File: src/rtl/mmio_bridge.sv
// Data-side decoder: address bit 31 steers word accesses to the data RAM or to an LED/HEX/SW/KEY register file.
// Latency: RAM path combinational; I/O reads registered so both targets return data one cycle after the address.
// No backpressure: one access per cycle; KEY_EDGE register (W1C) is built only when KEY_EDGE_EN is defined.
module mmio_bridge #(
    parameter int SYNC_STAGES = 2
) (
    input  logic        clk,
    input  logic        reset,
    input  logic [31:0] cpu_address,
    input  logic [31:0] cpu_wdata,
    input  logic        cpu_we,
    output logic [31:0] cpu_rdata,
    output logic        cpu_rdata_valid,
    output logic [31:0] ram_addr,
    output logic [31:0] ram_wdata,
    output logic        ram_we,
    input  logic [31:0] ram_rdata,
    input  logic        ram_rdata_valid,
    input  logic [9:0]  sw,
    input  logic [3:0]  key,
    output logic [9:0]  ledr,
    output logic [6:0]  hex0,
    output logic [6:0]  hex1,
    output logic [6:0]  hex2,
    output logic [6:0]  hex3,
    output logic [6:0]  hex4,
    output logic [6:0]  hex5
);
    logic                        io_sel;
    logic [2:0]                  idx;
    logic                        io_we;
    logic [9:0]                  ledr_q;
    logic [23:0]                 hex_q;
    logic [SYNC_STAGES-1:0][9:0] sw_sync;
    logic [SYNC_STAGES-1:0][3:0] key_sync;
    logic [9:0]                  sw_s;
    logic [3:0]                  key_s;
    logic [3:0]                  key_edge_rd;
    logic [31:0]                 io_rdata_d;
    logic [31:0]                 io_rdata_q;
    logic                        sel_q;
    logic                        valid_en;
    logic                        unused_addr_bits;

    assign io_sel    = cpu_address[31];
    assign idx       = cpu_address[4:2];
    assign io_we     = cpu_we & io_sel;
    assign ram_addr  = cpu_address;
    assign ram_wdata = cpu_wdata;
    assign ram_we    = cpu_we & ~io_sel;
    assign unused_addr_bits = ^{cpu_address[30:5], cpu_address[1:0]};

    assign sw_s  = sw_sync[SYNC_STAGES-1];
    assign key_s = key_sync[SYNC_STAGES-1];

    function automatic logic [6:0] hex7(input logic [3:0] n);
        case (n)
            4'h0: hex7 = 7'h40;  4'h1: hex7 = 7'h79;  4'h2: hex7 = 7'h24;  4'h3: hex7 = 7'h30;
            4'h4: hex7 = 7'h19;  4'h5: hex7 = 7'h12;  4'h6: hex7 = 7'h02;  4'h7: hex7 = 7'h78;
            4'h8: hex7 = 7'h00;  4'h9: hex7 = 7'h10;  4'hA: hex7 = 7'h08;  4'hB: hex7 = 7'h03;
            4'hC: hex7 = 7'h46;  4'hD: hex7 = 7'h21;  4'hE: hex7 = 7'h06;  default: hex7 = 7'h0E;
        endcase
    endfunction

    assign ledr = ledr_q;
    assign hex0 = hex7(hex_q[3:0]);
    assign hex1 = hex7(hex_q[7:4]);
    assign hex2 = hex7(hex_q[11:8]);
    assign hex3 = hex7(hex_q[15:12]);
    assign hex4 = hex7(hex_q[19:16]);
    assign hex5 = hex7(hex_q[23:20]);

    // Keys idle high (released), so the synchroniser resets to all-ones to avoid a false press.
    always_ff @(posedge clk or posedge reset) begin
        if (reset) begin
            sw_sync  <= '0;
            key_sync <= {SYNC_STAGES{4'hF}};
        end else begin
            sw_sync  <= {sw_sync[SYNC_STAGES-2:0], sw};
            key_sync <= {key_sync[SYNC_STAGES-2:0], key};
        end
    end

`ifdef KEY_EDGE_EN
    logic [3:0] key_prev;
    logic [3:0] key_edge_q;
    logic [3:0] edge_set;
    logic [3:0] edge_clr;

    assign edge_set    = key_prev & ~key_s;
    assign edge_clr    = (io_we && idx == 3'd4) ? cpu_wdata[3:0] : 4'h0;
    assign key_edge_rd = key_edge_q;

    // Set is OR-ed after the clear so a press coinciding with W1C is not lost.
    always_ff @(posedge clk or posedge reset) begin
        if (reset) begin
            key_prev   <= 4'hF;
            key_edge_q <= 4'h0;
        end else begin
            key_prev   <= key_s;
            key_edge_q <= (key_edge_q & ~edge_clr) | edge_set;
        end
    end
`else
    assign key_edge_rd = 4'h0;
`endif

    always_comb begin
        io_rdata_d = '0;
        case (idx)
            3'd0: io_rdata_d[9:0]  = ledr_q;
            3'd1: io_rdata_d[23:0] = hex_q;
            3'd2: io_rdata_d[9:0]  = sw_s;
            3'd3: io_rdata_d[3:0]  = ~key_s;
            3'd4: io_rdata_d[3:0]  = key_edge_rd;
            default: io_rdata_d = '0;
        endcase
    end

    // The read mux samples pre-write values, so a same-cycle write/read returns the old contents.
    always_ff @(posedge clk or posedge reset) begin
        if (reset) begin
            ledr_q     <= '0;
            hex_q      <= '0;
            io_rdata_q <= '0;
            sel_q      <= 1'b0;
            valid_en   <= 1'b0;
        end else begin
            if (io_we && idx == 3'd0) ledr_q <= cpu_wdata[9:0];
            if (io_we && idx == 3'd1) hex_q  <= cpu_wdata[23:0];
            io_rdata_q <= io_rdata_d;
            sel_q      <= io_sel;
            valid_en   <= 1'b1;
        end
    end

    assign cpu_rdata       = sel_q ? io_rdata_q : ram_rdata;
    assign cpu_rdata_valid = valid_en & (sel_q | ram_rdata_valid);
endmodule

File: config.mk
export PLATFORM = sky130hd
export DESIGN_NAME = mmio_bridge
export DESIGN_NICKNAME = d
export VERILOG_FILES = /design/src/rtl/mmio_bridge.sv
export SDC_FILE = /design/constraint.sdc
export NUM_CORES = 1
export LEC_CHECK = 0
export ABC_AREA = 1
export BUFFER_PORTS_ARGS = -buffer_cell sky130_fd_sc_hd__buf_2
export CORE_ASPECT_RATIO = 0.75
export CORE_MARGIN = 3
export CORE_UTILIZATION = 51
export DETAILED_ROUTE_END_ITERATION = 16
export GPL_TIMING_DRIVEN = 0
export PLACE_DENSITY = 0.87
export REMOVE_ABC_BUFFERS = 1
export SLEW_MARGIN = 20
export SYNTH_ARGS = -nofsm -noshare
export SYNTH_HDL_FRONTEND = slang
export SYNTH_SLANG_ARGS = --single-unit
File: constraint.sdc
create_clock -name clk -period 4.5 [get_ports clk]
set_clock_uncertainty 0.1 [all_clocks]
set_input_delay 0.9 -clock clk [delete_from_list [all_inputs] [get_ports clk]]
set_output_delay 0.9 -clock clk [all_outputs]
set_load 0.1 [all_outputs]
==> results.sh <==
export IMPL_status="finished clean"
export IMPL_critPathTopFamily="buffers and inverters"
export IMPL_ios=264
export IMPL_crit_buf_inv=2
export IMPL_yosysWarnings=0
export IMPL_globalRouteOverflowTotal=0
export IMPL_post_place_ws_ns=1.08
export IMPL_grt_first_pass_wirelength_um=21500
export IMPL_min_period_over_period_pct=73.6
export IMPL_cp_common_cell="nand2_1"
export IMPL_layout_nets=959
export IMPL_path_cells="inv_1 -> nand2_1 -> nand2_1 -> buf_2"
export IMPL_cts_root_buf="clkbuf_16"
export IMPL_vias=4684
export IMPL_path_max_fanout=34
export IMPL_postCtsHoldBufs=0
export IMPL_antenna_found_initial=0
export IMPL_die_w_um=125
export IMPL_ys_seq_area_share_pct=40.9
export IMPL_syn_area_um2=5410
export IMPL_dr_pass1_iters=5
export IMPL_io_buffers=191
export IMPL_std_cell_rows=31
export IMPL_yosysUniqueCellTypes=29
export IMPL_dpl_hpwl_um=11100
export IMPL_gp_congestion=0.907
export IMPL_slew_viol_final=0
export IMPL_layout_cells_non_filler=946
export IMPL_ys_top_cells_by_area="dfrtp_1 (37%), nand2_1 (16%), buf_4 (9.4%)"
export IMPL_grt_usage_pct=23.5
export IMPL_syn2layout_area_growth_pct=15.4
export IMPL_syn_instance_count=699
export IMPL_min_period_ns=3.31
export IMPL_ys_seq_elements=88
export IMPL_hold_class="flip-flop to flip-flop"
export IMPL_fmax_ghz=0.302
export IMPL_totalWireLength_um=14500
export IMPL_ir_drop_mv=0.364
export IMPL_nFillCells=898
export IMPL_antenna_left=0
export IMPL_ctsResizeCount=0
export IMPL_cts_htree_levels=3
export IMPL_insertion_delay_ns=0.33
export IMPL_grt_pass1_vias=4084
export IMPL_power_density_nw_per_um2=612
export IMPL_post_drt_via_cell_ratio=4.95
export IMPL_power_mw=3.82
export IMPL_clk_path_buf_depth=2
export IMPL_slowest_delay_ns=0.67
export IMPL_max_cap_violations=0
export IMPL_drive_gt1_share_pct=29.2
export IMPL_cts_sinks=88
export IMPL_wire_per_inst_um=15.3
export IMPL_yosysTopAreaCell="dfrtp_1"
export IMPL_hold_viol_final=0
export IMPL_arrival_ns=2.31
export IMPL_dieHeight_um=95.2
export IMPL_cts_tree="built"
export IMPL_setup_ws_ns=1.19
export IMPL_multi_input_area_um2=2310
export IMPL_p_leak_nw=3.60
export IMPL_grt_max_degree=62
export IMPL_core_area_um2=10000
export IMPL_postCtsSetupBuffers=0
export IMPL_drt_iter0_drc=373
export IMPL_rsz0062_at_grt="no"
export IMPL_dpl_cell_count=930
export IMPL_maxSlewHeadroom_pct=33.0
export IMPL_drc_errors=0
export IMPL_tns_ns=0
export IMPL_required_ns=3.50
export IMPL_setup_viol=0
export IMPL_crit_type="flip-flop to output pin"
export IMPL_worst_setup_path_end_kind="output pin"
export IMPL_synth_top_area_share_pct=37.0
export IMPL_dieArea_um2=11900
export IMPL_worstSetupStartpointType="flip-flop"
export IMPL_cts_buffers=9
export IMPL_worst_slew_pin_slew_ns=1.00
export IMPL_clk_pin_slew_ns=0.07
export IMPL_initial_core_util_pct=54.1
export IMPL_seq_area_um2=2210
export IMPL_synth_avg_cell_area_um2=7.74
export IMPL_cpMaxStageDelayCell="inv_1"
export IMPL_n_antenna_cell=0
-- metal layers --
layer / wire length [µm] / global-route usage, % / share of wire, %
met4: 89 / 3.34 / 0.62
met2: 6400 / 35.3 / 44
met3: 1360 / 9.57 / 9.4
met5: 79 / 5.88 / 0.55
met1: 6540 / 32.4 / 45
-- synthesized netlist by cell type, drive strengths merged --
library cell / instances
nand2: 227
ha: 36
buf: 73
o21ai: 59
a31oi: 2
o21a: 7
a21oi: 16
dfstp: 8
nor3: 1
clkbuf: 20
inv: 70
o211ai: 6
conb: 1
o31ai: 2
nand3: 54
dfrtp: 80
nor2: 37
-- metrics by stage --
step	utilization, %	cell area (µm²)	hold WS, ns
after CTS	62.4	6240	0.251
after global routing	62.4	6240	0.261
final	62.4	6240	0.251
after global placement	59.0	5910	0.233
after detailed placement	59.3	5940	0.235
after floorplan	-	4780	0.231
-- report_power, final --
part | switching [mW] | leakage, nW | total (mW) | internal (mW)
clock network | 0.339 | 0.150 | 0.736 | 0.397
logic | 1.76 | 2.35 | 2.08 | 0.325
registers | 0.125 | 1.10 | 1.01 | 0.881
total | 2.22 | 3.60 | 3.82 | 1.60
-- worst paths after layout --
check                                start            end  slack [ns]  cells after the start
worst min-delay path            sw_sync[4]        sw_s[4]        0.25                      0
min in group asynchronous            reset      hex_q[21]        0.45                      2
worst max register to register    hex_q[2]  io_rdata_q[2]        3.43                      4
max in group asynchronous            reset       key_s[0]        3.20                      3
worst max-delay path                 sel_q  cpu_rdata[20]        1.19                      4
worst min register to register  sw_sync[4]        sw_s[4]        0.25                      0
-- layout make-up --
class	instances	area share (%)
clock buffers	9	3.61
clock inverters	7	1.30
flip-flops and latches	88	35.5
inverters	70	4.29
repair buffers	192	15.8
multi-input cells	448	37.0
well taps	132	2.65
-- worst register-to-register path, cell delays in order (launching register included) --
cell	delay (ns)
dfrtp_1	0.59
nand3_1	0.13
nand2_1	0.10
inv_1	0.04
nand2_1	0.06
-- registers in the layout (all words and copies together) (netlist names), 4 cells and up --
signal,flops
key_s,4
sw_sync,10
io_rdata_q,24
ledr,10
sw_s,10
key_sync,4
hex_q,24
-- placed cells by master, fill, tap and decap left out, types with 2 or more instances in the layout --
cell / instances
a21oi_1: 16
a31oi_1: 2
buf_2: 191
clkbuf_16: 9
clkinv_8: 2
dfrtp_1: 79
dfstp_2: 8
ha_1: 36
inv_1: 67
inv_4: 2
inv_6: 3
inv_8: 2
nand2_1: 225
nand3_1: 53
nor2_1: 34
nor2_4: 2
o211ai_1: 6
o21a_1: 7
o21ai_0: 39
o21ai_1: 9
o21ai_2: 11
o31ai_1: 2
-- cells by family after synthesis --
group	synth area share, %
AOI/OAI and AO/OA	10.0
adders and majority gates	8.33
buffers and inverters	16.5
DFF	40.9
other	0.0693
and+or+nand+nor	24.2
Note: power is estimated with default switching activity, not from simulation.
